==> src/rtl/peripheral_register_bank.sv <==
`default_nettype none
// ============================================================================
// Module   : peripheral_register_bank
// Brief    : Valid/ready register bank with byte enables, RO/W1C masks,
//            hardware set inputs and per-register access strobes.
// Revision : 1.0 - initial release
// ============================================================================
module peripheral_register_bank #(
  parameter int REGS         = 8,
  parameter int DATAWIDTH    = 32,
  parameter int ADDRESSWIDTH = (REGS > 1) ? $clog2(REGS) : 1,
  parameter logic [REGS*DATAWIDTH-1:0] RESETVALUE = '0,
  parameter logic [REGS*DATAWIDTH-1:0] ROMASK     = '0,
  parameter logic [REGS*DATAWIDTH-1:0] W1CMASK    = '0
) (
  input  logic                      clk,
  input  logic                      reset,
  input  logic                      req_valid,
  output logic                      req_ready,
  input  logic                      req_write,
  input  logic [ADDRESSWIDTH-1:0]   req_addr,
  input  logic [DATAWIDTH-1:0]      req_wdata,
  input  logic [DATAWIDTH/8-1:0]    req_be,
  output logic                      resp_valid,
  input  logic                      resp_ready,
  output logic [DATAWIDTH-1:0]      resp_rdata,
  output logic                      resp_error,
  output logic [REGS*DATAWIDTH-1:0] reg_q,
  input  logic [REGS*DATAWIDTH-1:0] hw_set,
  input  logic [REGS*DATAWIDTH-1:0] hw_status,
  output logic [REGS-1:0]           write_pulse,
  output logic [REGS-1:0]           read_pulse
);

  localparam int          c_bytes = DATAWIDTH / 8;
  localparam int unsigned c_regs  = REGS;

  typedef enum logic [0:0] {
    ST_IDLE = 1'b0,
    ST_RESP = 1'b1
  } state_t;

  state_t                r_state;
  logic [DATAWIDTH-1:0]  r_regs [REGS];
  logic [DATAWIDTH-1:0]  r_resp_rdata;
  logic                  r_resp_error;
  logic [REGS-1:0]       r_write_pulse;
  logic [REGS-1:0]       r_read_pulse;

  logic [DATAWIDTH-1:0]  w_next   [REGS];
  logic [DATAWIDTH-1:0]  w_rd_val [REGS];
  logic [REGS-1:0]       w_wr_hit;
  logic [REGS-1:0]       w_rd_hit;
  logic [DATAWIDTH-1:0]  w_be_mask;
  logic [DATAWIDTH-1:0]  w_rdata;
  logic                  w_accept;
  logic                  w_addr_ok;

  assign w_accept  = (r_state == ST_IDLE) && req_valid;
  assign w_addr_ok = (32'(req_addr) < c_regs);

  generate
    for (genvar j = 0; j < c_bytes; j++) begin : g_be
      assign w_be_mask[j*8 +: 8] = {8{req_be[j]}};
    end
  endgenerate

  generate
    for (genvar i = 0; i < REGS; i++) begin : g_reg
      localparam logic [DATAWIDTH-1:0] c_ro  = ROMASK[i*DATAWIDTH +: DATAWIDTH];
      localparam logic [DATAWIDTH-1:0] c_w1c = W1CMASK[i*DATAWIDTH +: DATAWIDTH] & ~c_ro;

      logic [DATAWIDTH-1:0] w_wen;
      logic [DATAWIDTH-1:0] w_written;

      assign w_wr_hit[i] = w_accept &&  req_write && (32'(req_addr) == 32'(i));
      assign w_rd_hit[i] = w_accept && !req_write && (32'(req_addr) == 32'(i));
      assign w_wen       = w_wr_hit[i] ? (w_be_mask & ~c_ro) : '0;

      // Normal bits take write data; W1C bits clear where the write data is 1.
      assign w_written = (r_regs[i] & ~w_wen)
                       | (w_wen & ((req_wdata & ~c_w1c) | (r_regs[i] & ~req_wdata & c_w1c)));
      // Hardware set is applied last so it beats a same-cycle clear.
      assign w_next[i]   = w_written | (hw_set[i*DATAWIDTH +: DATAWIDTH] & c_w1c);
      assign w_rd_val[i] = (r_regs[i] & ~c_ro) | (hw_status[i*DATAWIDTH +: DATAWIDTH] & c_ro);
      assign reg_q[i*DATAWIDTH +: DATAWIDTH] = r_regs[i];
    end
  endgenerate

  always_comb begin
    w_rdata = '0;
    for (int i = 0; i < REGS; i++) begin
      if (32'(req_addr) == 32'(i)) begin
        w_rdata = w_rd_val[i];
      end
    end
  end

  always_ff @(posedge clk or negedge reset) begin
    if (!reset) begin
      r_state       <= ST_IDLE;
      r_resp_rdata  <= '0;
      r_resp_error  <= 1'b0;
      r_write_pulse <= '0;
      r_read_pulse  <= '0;
      for (int i = 0; i < REGS; i++) begin
        r_regs[i] <= RESETVALUE[i*DATAWIDTH +: DATAWIDTH];
      end
    end else begin
      for (int i = 0; i < REGS; i++) begin
        r_regs[i] <= w_next[i];
      end
      r_write_pulse <= w_wr_hit;
      r_read_pulse  <= w_rd_hit;
      case (r_state)
        ST_IDLE: begin
          if (req_valid) begin
            r_state      <= ST_RESP;
            r_resp_error <= !w_addr_ok;
            r_resp_rdata <= (!req_write && w_addr_ok) ? w_rdata : '0;
          end
        end
        ST_RESP: begin
          if (resp_ready) begin
            r_state <= ST_IDLE;
          end
        end
        default: r_state <= ST_IDLE;
      endcase
    end
  end

  assign req_ready   = (r_state == ST_IDLE);
  assign resp_valid  = (r_state == ST_RESP);
  assign resp_rdata  = r_resp_rdata;
  assign resp_error  = r_resp_error;
  assign write_pulse = r_write_pulse;
  assign read_pulse  = r_read_pulse;

endmodule
`default_nettype wire

==> config.mk <==
export PLATFORM = sky130hd
export DESIGN_NAME = peripheral_register_bank
export DESIGN_NICKNAME = d
export VERILOG_FILES = /design/src/rtl/peripheral_register_bank.sv
export SDC_FILE = /design/constraint.sdc
export NUM_CORES = 1
export LEC_CHECK = 0
export BUFFER_PORTS_ARGS = -buffer_cell sky130_fd_sc_hd__buf_4
export CORE_AREA = 3 3 340 342
export DETAILED_ROUTE_END_ITERATION = 6
export DIE_AREA = 0 0 343 345
export PLACE_DENSITY = 0.34
export SYNTH_ARGS = -nofsm -noshare
export SYNTH_HDL_FRONTEND = slang
export SYNTH_SLANG_ARGS = --single-unit
export TNS_END_PERCENT = 20
==> constraint.sdc <==
create_clock -name clk -period 4.5 [get_ports clk]
set_clock_uncertainty 0.05 [all_clocks]
set_input_delay 0 -clock clk [delete_from_list [all_inputs] [get_ports clk]]
set_output_delay 0 -clock clk [all_outputs]
set_load 0.005 [all_outputs]
==> metrics.md <==
| Metric | Value |
|---|---|
| Leak | `between 9 and 10 nW` |
| Yosys Warn Count | `0` |
| Startpoint Class | `flip-flop` |
| Largest net degree at the start of global routing | `94` |
| Post-synth ARST share | `between 90% and 100%` |
| Overflow after GRT | `0` |
| Slowest cell delay on critical path | `approximately 1.1 ns` |
| Leading cell type in the layout, fill and taps excluded | `buf_4` |
| Most Frequent Cell on Critical Path | `dlygate4sd3_1` |
| Tcrit/Tclk final | `~73%` |
| Total of cells resized after clock tree synthesis | `0` |
| Commonest non-fill, non-tap cells in the layout | `buf_4, dfrtp_1, mux2_2` |
| Critical Path RT | `between 4 and 5 ns` |
| Status | `finished clean` |
| Vias in the first global route | `around 11000` |
| Die area | `118000 µm²` |
| Proportion of layout cells with a drive suffix above 1 | `between 50% and 60%` |
| Count of cell types in the netlist | `47` |
| CTS Buf Count | `42` |
| Post-DP HPWL | `55.6 mm` |
| Final wirelength | `between 70 and 80 mm` |
| Core Area | `~110000 µm²` |
| Util after Layout | `between 15 and 20%` |
| Initial Util | `12.0%` |
| Die W | `between 300 and 400 µm` |
| Clock latency on the worst-skew pair | `slightly below 0.6 ns` |
| Crit path max-delay family | `buffers and inverters` |
| CTS tree | `done` |
| First-pass GRT wire length | `approximately 99 mm` |
| Final Non-Filler Cells | `a little under 3000` |
| Relative max-transition margin | `32.5%` |
| Critical-path top delay cell | `dlygate4sd3_1` |
| Mean Syn Cell Area | `14.1 µm²` |
| FP Rows | `between 100 and 150` |
| Synthesized area | `13600 µm²` |
| Max VDD drop | `0.000231 V` |
| Highest Clock Rate | `305 MHz` |
| Pwr dens | `between 400 and 500 nW/µm²` |
| Clock Tree Buf Depth | `3` |
| Synth Register Bits | `305` |
| DR pass1 iterations | `4` |
| Crit Path Max Fanout | `8` |
| Crit path capture type | `flip-flop` |
| Crit path cell chain | `nand4b_4 > dlygate4sd3_1 > nor2_8 > nand2_4 > mux2_1 > dlygate4sd3_1` |
| Nets | `a little under 2000` |
| Synthesized instance count | `approximately 960` |
| Clk slew on worst S/H paths | `~0.060 ns` |
| GRT Resource Usage Total | `between 10% and 20%` |
| Worst min path class | `in2reg` |
| Slew Limit Fails | `0` |
| Via density | `3.49` |
| Syn_nets | `approximately 1500` |
| DRC Markers | `0` |
| Max Cap Viol | `0` |
| Final min period | `about 3.3 ns` |
| DRT iter0 DRCs | `around 360` |
| Setup TNS | `0 ns` |
| Crit path buffers/inverters | `2` |
| H-tree Lvls | `2` |
| Clock root cell | `clkbuf_16` |
| Endpoints failing setup | `0` |
| CP Class | `reg2reg` |
| Total number of vias | `between 10000 and 15000` |
| RSZ-0062 raised after global routing | `no` |
| Final GP Congestion | `0.751` |
| Initial antenna violation count | `6` |
| Port bufs | `349` |
| Ports | `863` |
| Post-Place Cell Area | `between 15000 and 20000 µm²` |
| Final Hold Viols | `0` |
| Post-synth EDFFs | `0` |
| DR WL/cell | `25.1 µm` |
| Post-DRT Antenna Nets | `0` |
| Setup bufs post-CTS | `0` |
| DP Cell Count | `between 2000 and 3000` |
| DIE HEIGHT | `345 µm` |
| WP data arrival | `around 3.7 ns` |
| Sequential cell area fraction in the yosys report | `56.3%` |
| Worst slew pin tran | `around 1 ns` |
| Clk sinks | `slightly above 300` |
| Area Overhead vs Synth | `46.1%` |
| Cell area after layout | `a little under 20000 µm²` |
| Tot Pwr | `roughly 9 mW` |
| Most used DFF post-synth | `dfrtp_1` |
timing repair:
item	4_1_cts	5_1_grt
hold buffers	47	0
setup endpoints to repair	0	0
hold endpoints to repair	377	0
where the power goes:
group	internal, mW	switching [mW]	total (mW)
logic	1.05	0.960	2.01
registers	3.18	0.392	3.57
clock network	1.96	1.30	3.26
stage by stage:
stage / setup slack (ns) / hold slack [ns]
2_1_floorplan: 2.87 / -0.346
3_5_place_dp: 1.80 / 0.0179
4_1_cts: 1.19 / 0.00539
6_report: 1.22 / 0.0232
3_3_place_gp: 1.77 / 0.0188
5_1_grt: 1.10 / 0.0334
kinds of logic after synthesis:
logic type	count (synthesis)	share of synthesized area, %
other	1	0.0277
buffers and inverters	53	1.92
flip-flops	305	56.3
multiplexers	347	28.5
AO/OA/AOI/OAI	141	7.37
AND/OR/NAND/NOR	117	5.93
final timing paths:
path	cells past startpoint	endpoint	slack [ns]	from
min in group asynchronous	3	asynchronous set/reset pin	0.50	reset
max in group asynchronous	4	asynchronous set/reset pin	2.11	reset
worst max register to register	6	flip-flop	1.22	resp_valid$_DFF_PN0_
worst min register to register	2	resp_rdata[25]$_DFFE_PN0P_	0.43	resp_rdata[25]$_DFFE_PN0P_
worst min-delay path	3	resp_rdata[0]$_DFFE_PN0P_	0.02	req_addr[2]
worst max-delay path	6	flip-flop	1.22	resp_valid$_DFF_PN0_
routing by layer:
layer | GRT usage (%) | routed length (µm) | up-vias | share of wire, %
li1 | - | - | 4420 | -
met1 | 14.8 | 30700 | 5309 | 42
met2 | 18.9 | 32700 | 335 | 45
met3 | 6.45 | 8450 | 59 | 12
met4 | 2.19 | 1060 | 0 | 1.5
met5 | 0 | 0 | - | 0
cell usage after synthesis (all sizes together) (8+ instances only):
master / instances / area share (%)
nand2b: 10 / 0.46
o21ai: 51 / 1.9
nand2: 59 / 2.8
o221ai: 20 / 1.3
buf: 30 / 1.3
clkbuf: 19 / 0.53
a21oi: 17 / 0.63
mux2i: 59 / 4.4
nor2: 22 / 1.3
mux2: 286 / 24
o22ai: 8 / 0.37
dfrtp: 305 / 56
o221a: 18 / 1.5
tightest hold or removal path, delay by kind of cell:
kind	cells	cell delay (ns)
buffers and inverters	1	0.26
AO/OA/AOI/OAI	2	0.29
area by class of cell:
| type | count | area (µm²) |
|---|---|---|
| diodes | 5 | 12.5 |
| clock inverters | 12 | 135 |
| clock buffers | 60 | 1200 |
| fillers | 12500 | 92900 |
| inverters | 4 | 15.0 |
| flip-flops and latches | 305 | 7630 |
| well taps | 1500 | 1880 |
| repair buffers | 412 | 3250 |
| multi-input cells | 606 | 5680 |
Note: power is estimated with default switching activity, not from simulation.
